`config.mk`:
```
export PLATFORM = sky130hd
export DESIGN_NAME = mem_arbiter
export DESIGN_NICKNAME = d
export VERILOG_FILES = /design/src/rtl/mem_pkg.sv /design/src/rtl/burst_counter.sv /design/src/rtl/mem_arbiter.sv
export SDC_FILE = /design/constraint.sdc
export NUM_CORES = 1
export LEC_CHECK = 0
export ABC_AREA = 1
export CAP_MARGIN = 40
export CELL_PAD_IN_SITES_DETAIL_PLACEMENT = 2
export CELL_PAD_IN_SITES_GLOBAL_PLACEMENT = 2
export CORE_ASPECT_RATIO = 1.75
export CORE_MARGIN = 2
export CORE_UTILIZATION = 13
export CTS_CLUSTER_SIZE = 28
export DETAILED_ROUTE_END_ITERATION = 12
export PLACE_DENSITY = 0.87
export SETUP_SLACK_MARGIN = 0.5
export SYNTH_ARGS = -nofsm -noshare
export SYNTH_HDL_FRONTEND = slang
export SYNTH_SLANG_ARGS = --single-unit
```
`constraint.sdc`:
```
create_clock -name clk -period 1.6 [get_ports clk]
set_input_delay 0.24 -clock clk [delete_from_list [all_inputs] [get_ports clk]]
set_output_delay 0.24 -clock clk [all_outputs]
set_load 0.005 [all_outputs]
```
`src/rtl/mem_pkg.sv`:
```
// rtl/mem_pkg.sv - shared types and constants for the refill memory arbiter
package mem_pkg;

    localparam int BLOCK_SIZE = 8;

    typedef enum logic [1:0] {
        ARB_IDLE,
        ARB_GRANT_I,
        ARB_GRANT_D,
        ARB_RELEASE
    } arb_state_t;

    typedef enum logic {
        SRC_I,
        SRC_D
    } arb_src_t;

endpackage

```
`src/rtl/burst_counter.sv`:
```
// rtl/burst_counter.sv - beat counter for one refill burst; saturates at BLOCK_SIZE
module burst_counter #(
    parameter int BLOCK_SIZE = 8
) (
    input  logic clk,
    input  logic reset,
    input  logic clr,
    input  logic inc,
    output logic last,
    output logic done
);

    localparam int CNT_W = $clog2(BLOCK_SIZE + 1);

    logic [CNT_W-1:0] beat_cnt_q;
    logic [CNT_W-1:0] beat_cnt_d;

    assign last = (beat_cnt_q == CNT_W'(BLOCK_SIZE - 1));
    assign done = (beat_cnt_q == CNT_W'(BLOCK_SIZE));

    // Holding at BLOCK_SIZE keeps the count from wrapping back into a live burst.
    always_comb begin
        beat_cnt_d = beat_cnt_q;
        if (clr) begin
            beat_cnt_d = '0;
        end else if (inc && !done) begin
            beat_cnt_d = beat_cnt_q + 1'b1;
        end
    end

    always_ff @(posedge clk) begin
        if (reset) begin
            beat_cnt_q <= '0;
        end else begin
            beat_cnt_q <= beat_cnt_d;
        end
    end

endmodule

```
`src/rtl/mem_arbiter.sv`:
```
// rtl/mem_arbiter.sv - shares one refill memory port between icache and dcache bursts
module mem_arbiter #(
    parameter int BLOCK_SIZE = mem_pkg::BLOCK_SIZE,
    parameter int ADDR_W     = 32
) (
    input  logic              clk,
    input  logic              reset,
    input  logic              i_req,
    input  logic [ADDR_W-1:0] i_addr,
    output logic [31:0]       i_rdata,
    output logic              i_val,
    input  logic              d_req,
    input  logic              d_we,
    input  logic [ADDR_W-1:0] d_addr,
    input  logic [31:0]       d_wdata,
    output logic [31:0]       d_rdata,
    output logic              d_val,
    output logic              mem_req,
    output logic              mem_we,
    output logic [ADDR_W-1:0] mem_addr,
    output logic [31:0]       mem_wdata,
    input  logic [31:0]       mem_rdata,
    input  logic              mem_val,
    output logic              busy,
    output logic              mem_err
);

    import mem_pkg::*;

    arb_state_t        state_q, state_d;
    arb_src_t          last_served_q, last_served_d;
    logic [ADDR_W-1:0] addr_q, addr_d;
    logic              we_q, we_d;
    logic              mem_err_q, mem_err_d;

    logic grant_i;
    logic grant_d;
    logic granted;
    logic cnt_clr;
    logic cnt_inc;
    logic cnt_last;
    logic cnt_done;

    assign grant_i = (state_q == ARB_GRANT_I);
    assign grant_d = (state_q == ARB_GRANT_D);
    assign granted = grant_i || grant_d;
    assign cnt_inc = granted && mem_val;

    burst_counter #(
        .BLOCK_SIZE (BLOCK_SIZE)
    ) u_burst_counter (
        .clk   (clk),
        .reset (reset),
        .clr   (cnt_clr),
        .inc   (cnt_inc),
        .last  (cnt_last),
        .done  (cnt_done)
    );

    always_comb begin
        state_d       = state_q;
        last_served_d = last_served_q;
        addr_d        = addr_q;
        we_d          = we_q;
        mem_err_d     = mem_err_q;
        cnt_clr       = 1'b0;

        case (state_q)
            ARB_IDLE: begin
                // On a tie the requester served last time yields.
                if (i_req && (!d_req || last_served_q == SRC_D)) begin
                    state_d       = ARB_GRANT_I;
                    last_served_d = SRC_I;
                    addr_d        = i_addr;
                    we_d          = 1'b0;
                    cnt_clr       = 1'b1;
                end else if (d_req) begin
                    state_d       = ARB_GRANT_D;
                    last_served_d = SRC_D;
                    addr_d        = d_addr;
                    we_d          = d_we;
                    cnt_clr       = 1'b1;
                end
            end
            ARB_GRANT_I, ARB_GRANT_D: begin
                if (cnt_done || (mem_val && cnt_last)) begin
                    state_d = ARB_RELEASE;
                end
            end
            ARB_RELEASE: begin
                state_d = ARB_IDLE;
            end
            default: begin
                state_d = ARB_IDLE;
            end
        endcase

        // A beat with no owner means memory and arbiter disagree; keep the evidence.
        if (mem_val && !granted) begin
            mem_err_d = 1'b1;
        end
    end

    always_ff @(posedge clk) begin
        if (reset) begin
            state_q       <= ARB_IDLE;
            last_served_q <= SRC_D;
            addr_q        <= '0;
            we_q          <= 1'b0;
            mem_err_q     <= 1'b0;
        end else begin
            state_q       <= state_d;
            last_served_q <= last_served_d;
            addr_q        <= addr_d;
            we_q          <= we_d;
            mem_err_q     <= mem_err_d;
        end
    end

    assign mem_req   = granted;
    assign mem_we    = we_q;
    assign mem_addr  = addr_q;
    assign mem_wdata = grant_d ? d_wdata : 32'h0;
    assign i_rdata   = grant_i ? mem_rdata : 32'h0;
    assign d_rdata   = grant_d ? mem_rdata : 32'h0;
    assign i_val     = grant_i && mem_val;
    assign d_val     = grant_d && mem_val;
    assign busy      = (state_q != ARB_IDLE);
    assign mem_err   = mem_err_q;

endmodule
```
=== Word-level counts from Yosys, hierarchy flattened ===
Cells that the tools add are included.
W data, S select, Z words.

* Flip-flop bits (word level): 41
* Input bits: 134

* $add $sub $neg: 1
* Equal/unequal tests: 7
* Muxes and demuxes: 16
* Reductions and logical operators: 20

{| class="wikitable"
|+ Operators with widths
! operator !! count
|-
| $mux W32 || 5
|-
| $logic_and A1 B1 Y1 || 7
|-
| $mux W1 || 7
|-
| $mux W2 || 3
|-
| $pmux W2 S3 || 1
|-
| $add A4 B1 Y4 const B || 1
|-
| $eq A2 B2 Y1 const B || 2
|-
| $eq A4 B3 Y1 const B || 1
|-
| $eq A4 B4 Y1 const B || 1
|-
| $reduce_and A2 Y1 || 2
|-
| $reduce_bool A2 Y1 || 2
|-
| $reduce_or A2 Y1 || 2
|-
| $logic_not A1 Y1 || 3
|-
| $logic_or A1 B1 Y1 || 3
|-
| $ne A3 B3 Y1 const B || 1
|-
| $eq A2 B1 Y1 const B || 1
|-
| $logic_not A2 Y1 || 1
|-
| $ne A2 B2 Y1 const B || 1
|}

=== Depth between registers and ports, before layout ===
* Depth after elaboration: 6
* Depth in mapped cells: 9
* Gate-level depth less buffers: 9

=== Cells and area by module ===
A second synthesis with hierarchy kept.

* Cell total of the unflattened synthesis: 592
* Area total of the unflattened synthesis: 3041.7 µm²

{| class="wikitable"
|+ By module, submodules not included
! module !! instances !! cells an instance !! area each (µm²) !! sequential area each (µm²)
|-
| mem_arbiter || 1 || 558 || 2806.4 || 740.7
|-
| burst_counter || 1 || 34 || 235.2 || 80.1
|}

=== Worst setup path after synthesis ===
OpenSTA, ideal clock, no wires.

* Path kind: reg2out
* From: register state_q[0]
* To: output port d_rdata[10]
* Arrival: 1100 ps
* Data required time: 1360 ps
* Setup slack: 260 ps
* Stages on the path, launching flop included: 7
* Path buffers: 2
* Path through: dfxtp_1 -> inv_1 -> ha_1 -> buf_2 -> buf_1 -> nand2_1 -> inv_1

* Longest elaborated chain between the ends: 2

{| class="wikitable"
|+ Ends and longest elaborated chain
! what !! line !! text
|-
| start, declared || mem_arbiter.sv:30 || <nowiki>arb_state_t state_q, state_d;</nowiki>
|-
| start signal, assigned || mem_arbiter.sv:112 || <nowiki>state_q <= state_d;</nowiki>
|-
| $eq A2 B2 Y1 || mem_arbiter.sv:45 || <nowiki>assign grant_d = (state_q == ARB_GRANT_D);</nowiki>
|-
| $mux W32 || mem_arbiter.sv:125 || <nowiki>assign d_rdata = grant_d ? mem_rdata : 32'h0;</nowiki>
|-
| end, declared || mem_arbiter.sv:16 || <nowiki>output logic [31:0] d_rdata,</nowiki>
|}

Every way passes these cells.

=== Worst setup path in the final report ===
* From: register state_q[0]
* To: output port mem_wdata[22]

* Longest elaborated chain between the ends: 2

{| class="wikitable"
|+ Ends and longest elaborated chain
! what !! line !! text
|-
| $eq A2 B2 Y1 || mem_arbiter.sv:45 ||
|-
| $mux W32 || mem_arbiter.sv:123 || <nowiki>assign mem_wdata = grant_d ? d_wdata : 32'h0;</nowiki>
|-
| end, declared || mem_arbiter.sv:21 || <nowiki>output logic [31:0] mem_wdata,</nowiki>
|}

Every way passes these cells.

==> results.cfg <==
[outcome]
status = finished with violations
violations = negative setup slack

[logic_synthesis]
synth_top_area_cell = nand2_1
netlist_area_um2 = 3000
synthFlopType = dfxtp_1
synthMostInstantiatedCell = nand2_1
async_flop_share = 0
ys_types = 24
synthCells = 524
ys_warn_count = 0
syn_nets = 663
synth_commonest_cells = nand2_1 (260), inv_1 (108), dfxtp_1 (41), a21oi_2 (29), nand2_2 (20)
synth_seq_cells = 41
avgSynthCellArea_um2 = 5.73
synth_top_area_frac = 0.325
synth_edf_count = 0
synthTopCellsByArea = nand2_1 (32%), dfxtp_1 (27%), inv_1 (13%), a21oi_2 (8.5%), nand2_2 (4.2%)
ys_seq_area_frac = 0.273

[floorplan]
io_pins = 268
start_util = 0.132
die_x_um = 119
die_area_um2 = 24400
row_count = 73
coreArea_um2 = 22700
die_h_um = 205

[sta]
relSlewSlack = 0.749
post-route-period-util = 1.25
final_hold_viol_count = 0
fin_crit_ns = 2.01
setup_viol = 141
worst_pin_slew_ns = 0.375
max_freq_mhz = 499
fin_ws_ns = -0.406
whs_ns = 0.372
maxSlewViolCount = 0
fin_skew_ns = 0.0104
timing.setup.tns_ns = -33.20
rsz0062_at_grt = yes

[flow_run]
maxCapViolations = 0

[placed_design]
place_ws_ns = -0.189
portBuffers = 267
globalplace.congestion = 0.741
place_hpwl_um = 13900
dp_cells = 1093
postPlaceCellArea_um2 = 6400

[critical_path]
timing.rr.end = u_burst_counter.beat_cnt_q[2]
r2r_start = state_q[0]
crit_type = register to output pin
critPathRequiredTime_ns = 1.36
reg2reg_depth = 12
r2r_slack_ns = -0.27
crit_fanout = 7
arrival_ns = 1.77
endpoint_kind = output pin
cp-start-kind = register
crit_start = state_q[0]

[clock_tree]
cts_hold_buf = 0
cts.sinks = 41
clkTransAtPathRegs_ns = 0.07
cts_root_buf = clkbuf_16
cts_tree = yes
cts_buffers = 5
clk_latency_ns = 0.29
clock_path_buffers = 2
htreeDepth = 2

[power_and_ir_drop]
power.clock.fraction = 0.091
p_comb_frac = 0.788
switching_share = 0.426
ir_worst_vdd_mv = 0.536
p_leak_nw = 5.05
p_int_mw = 7.23
power_mw = 12.6
pwr-share-seq = 0.121
p_sw_mw = 5.37
power.density_nw_per_um2 = 1410

[route]
final_antenna_net_count = 0
drt_pre_antenna_iters = 4
vias = 4905
routed_wl_um = 27500
avgViaCountPerCell = 4.08
drcViolationCount = 0
drtIter0Drc = 98
post_drt_wl_per_cell_um = 22.8

[finish]
area_growth_pct = 198
fin_nets = 1040
fillers = 2427
fin_area_um2 = 8950
num_antenna_cells = 0
finalNonFillerCells = 1202
final_util = 0.394
drive_gt1_frac = 0.663

[worst_hold_path]
hp-class = input pin to register
min-delay-start = reset
min_to = last_served_q
min_path_cells = 3

[global_routing]
antenna_found_initial = 0
grt_max_degree = 33
first_global_vias = 5310
grt_use_total = 0.176
grt_overflow_total = 0
grt_pass1_wl_um = 32400
## power groups by stage
stage | registers (mW) | clock network [mW] | logic, mW
final | 1.53 | 1.15 | 9.92
after floorplan | 1.43 | 0 | 2.29
after detailed placement | 1.43 | 0 | 4.95
after global routing | 1.56 | 1.23 | 10.4
after global placement | 1.42 | 0 | 4.77
after CTS | 1.49 | 1.18 | 7.62
## placed cells by master (no fill, tap or decap), types with 2 or more instances in the layout
master / n
dfxtp_2: 30
nor2_4: 2
nand2_8: 3
dfxtp_4: 2
buf_2: 38
nand2_2: 36
buf_8: 9
nor2_1: 5
buf_6: 106
nand3_1: 5
clkdlybuf4s50_1: 132
clkbuf_16: 7
a21oi_2: 35
nand2_1: 109
nand2_4: 135
inv_1: 30
buf_16: 12
inv_2: 75
clkdlybuf4s15_1: 8
clkbuf_2: 19
dfxtp_1: 9
inv_4: 5
clkdlybuf4s15_2: 10
o21ai_1: 2
buf_12: 28
clkbuf_8: 2
buf_4: 32
nor2_2: 3
ha_4: 3
## critical path, stage by stage (launching register included)
cell	delay [ns]
dfxtp_4	0.38
inv_4	0.05
ha_4	0.18
buf_12	0.14
buf_6	0.11
buf_6	0.12
buf_16	0.13
buf_8	0.13
nand2_2	0.05
inv_1	0.04
buf_2	0.13
## how the worst max path moves through the flow
stage | slack [ns] | end | cells past startpoint
global placement | -0.12 | i_rdata[3] | 4
floorplan | 0.42 | i_rdata[11] | 6
global route | -0.44 | mem_wdata[22] | 10
finish | -0.41 | mem_wdata[22] | 10
detailed placement | -0.19 | mem_wdata[26] | 7
CTS | -0.39 | d_rdata[12] | 7
## sequential cells by signal, indices dropped and copies added (netlist names)
register                    flops
mem_err                         1
last_served_q                   1
mem_we                          1
state_q                         2
u_burst_counter.beat_cnt_q      4
mem_addr                       32
## cells by family (layout without fill, tap and decap cells)
| family | after synthesis | in the layout | synth area share |
|---|---|---|---|
| simple gates | 301 | 301 | 0.407 |
| buf+inv | 138 | 516 | 0.196 |
| flops | 41 | 41 | 0.273 |
| compound gates | 38 | 38 | 0.100 |
| fa+ha+maj | 5 | 5 | 0.0208 |
| xor+xnor | 1 | 1 | 0.00292 |
## per-layer routing
metal,wire length [um],part of all wire,up-vias,global-route usage
li1,-,-,2252,-
met5,0,0,-,0
met4,1250,0.046,0,0.0629
met3,1640,0.060,56,0.0404
met2,15700,0.57,236,0.373
met1,8810,0.32,2361,0.156
## layout make-up
cell class              count  area, um2  area share
clock buffers               7        153      0.0171
inverters                 111        455      0.0509
clock inverters             1       8.76    0.000978
multi-input cells         345       2770       0.309
flip-flops and latches     41        866      0.0967
well taps                 300        375      0.0419
repair inverters            1       16.3     0.00182
repair buffers            396       4310       0.481
## timing repair
item | in CTS | in global routing
buffers inserted | 51 | 36
endpoints found under the setup margin | 175 | 154
gates resized for setup | 684 | 328
pin swaps | 24 | 29
gates cloned | 12 | 2
(Power assumes the default switching activity.)
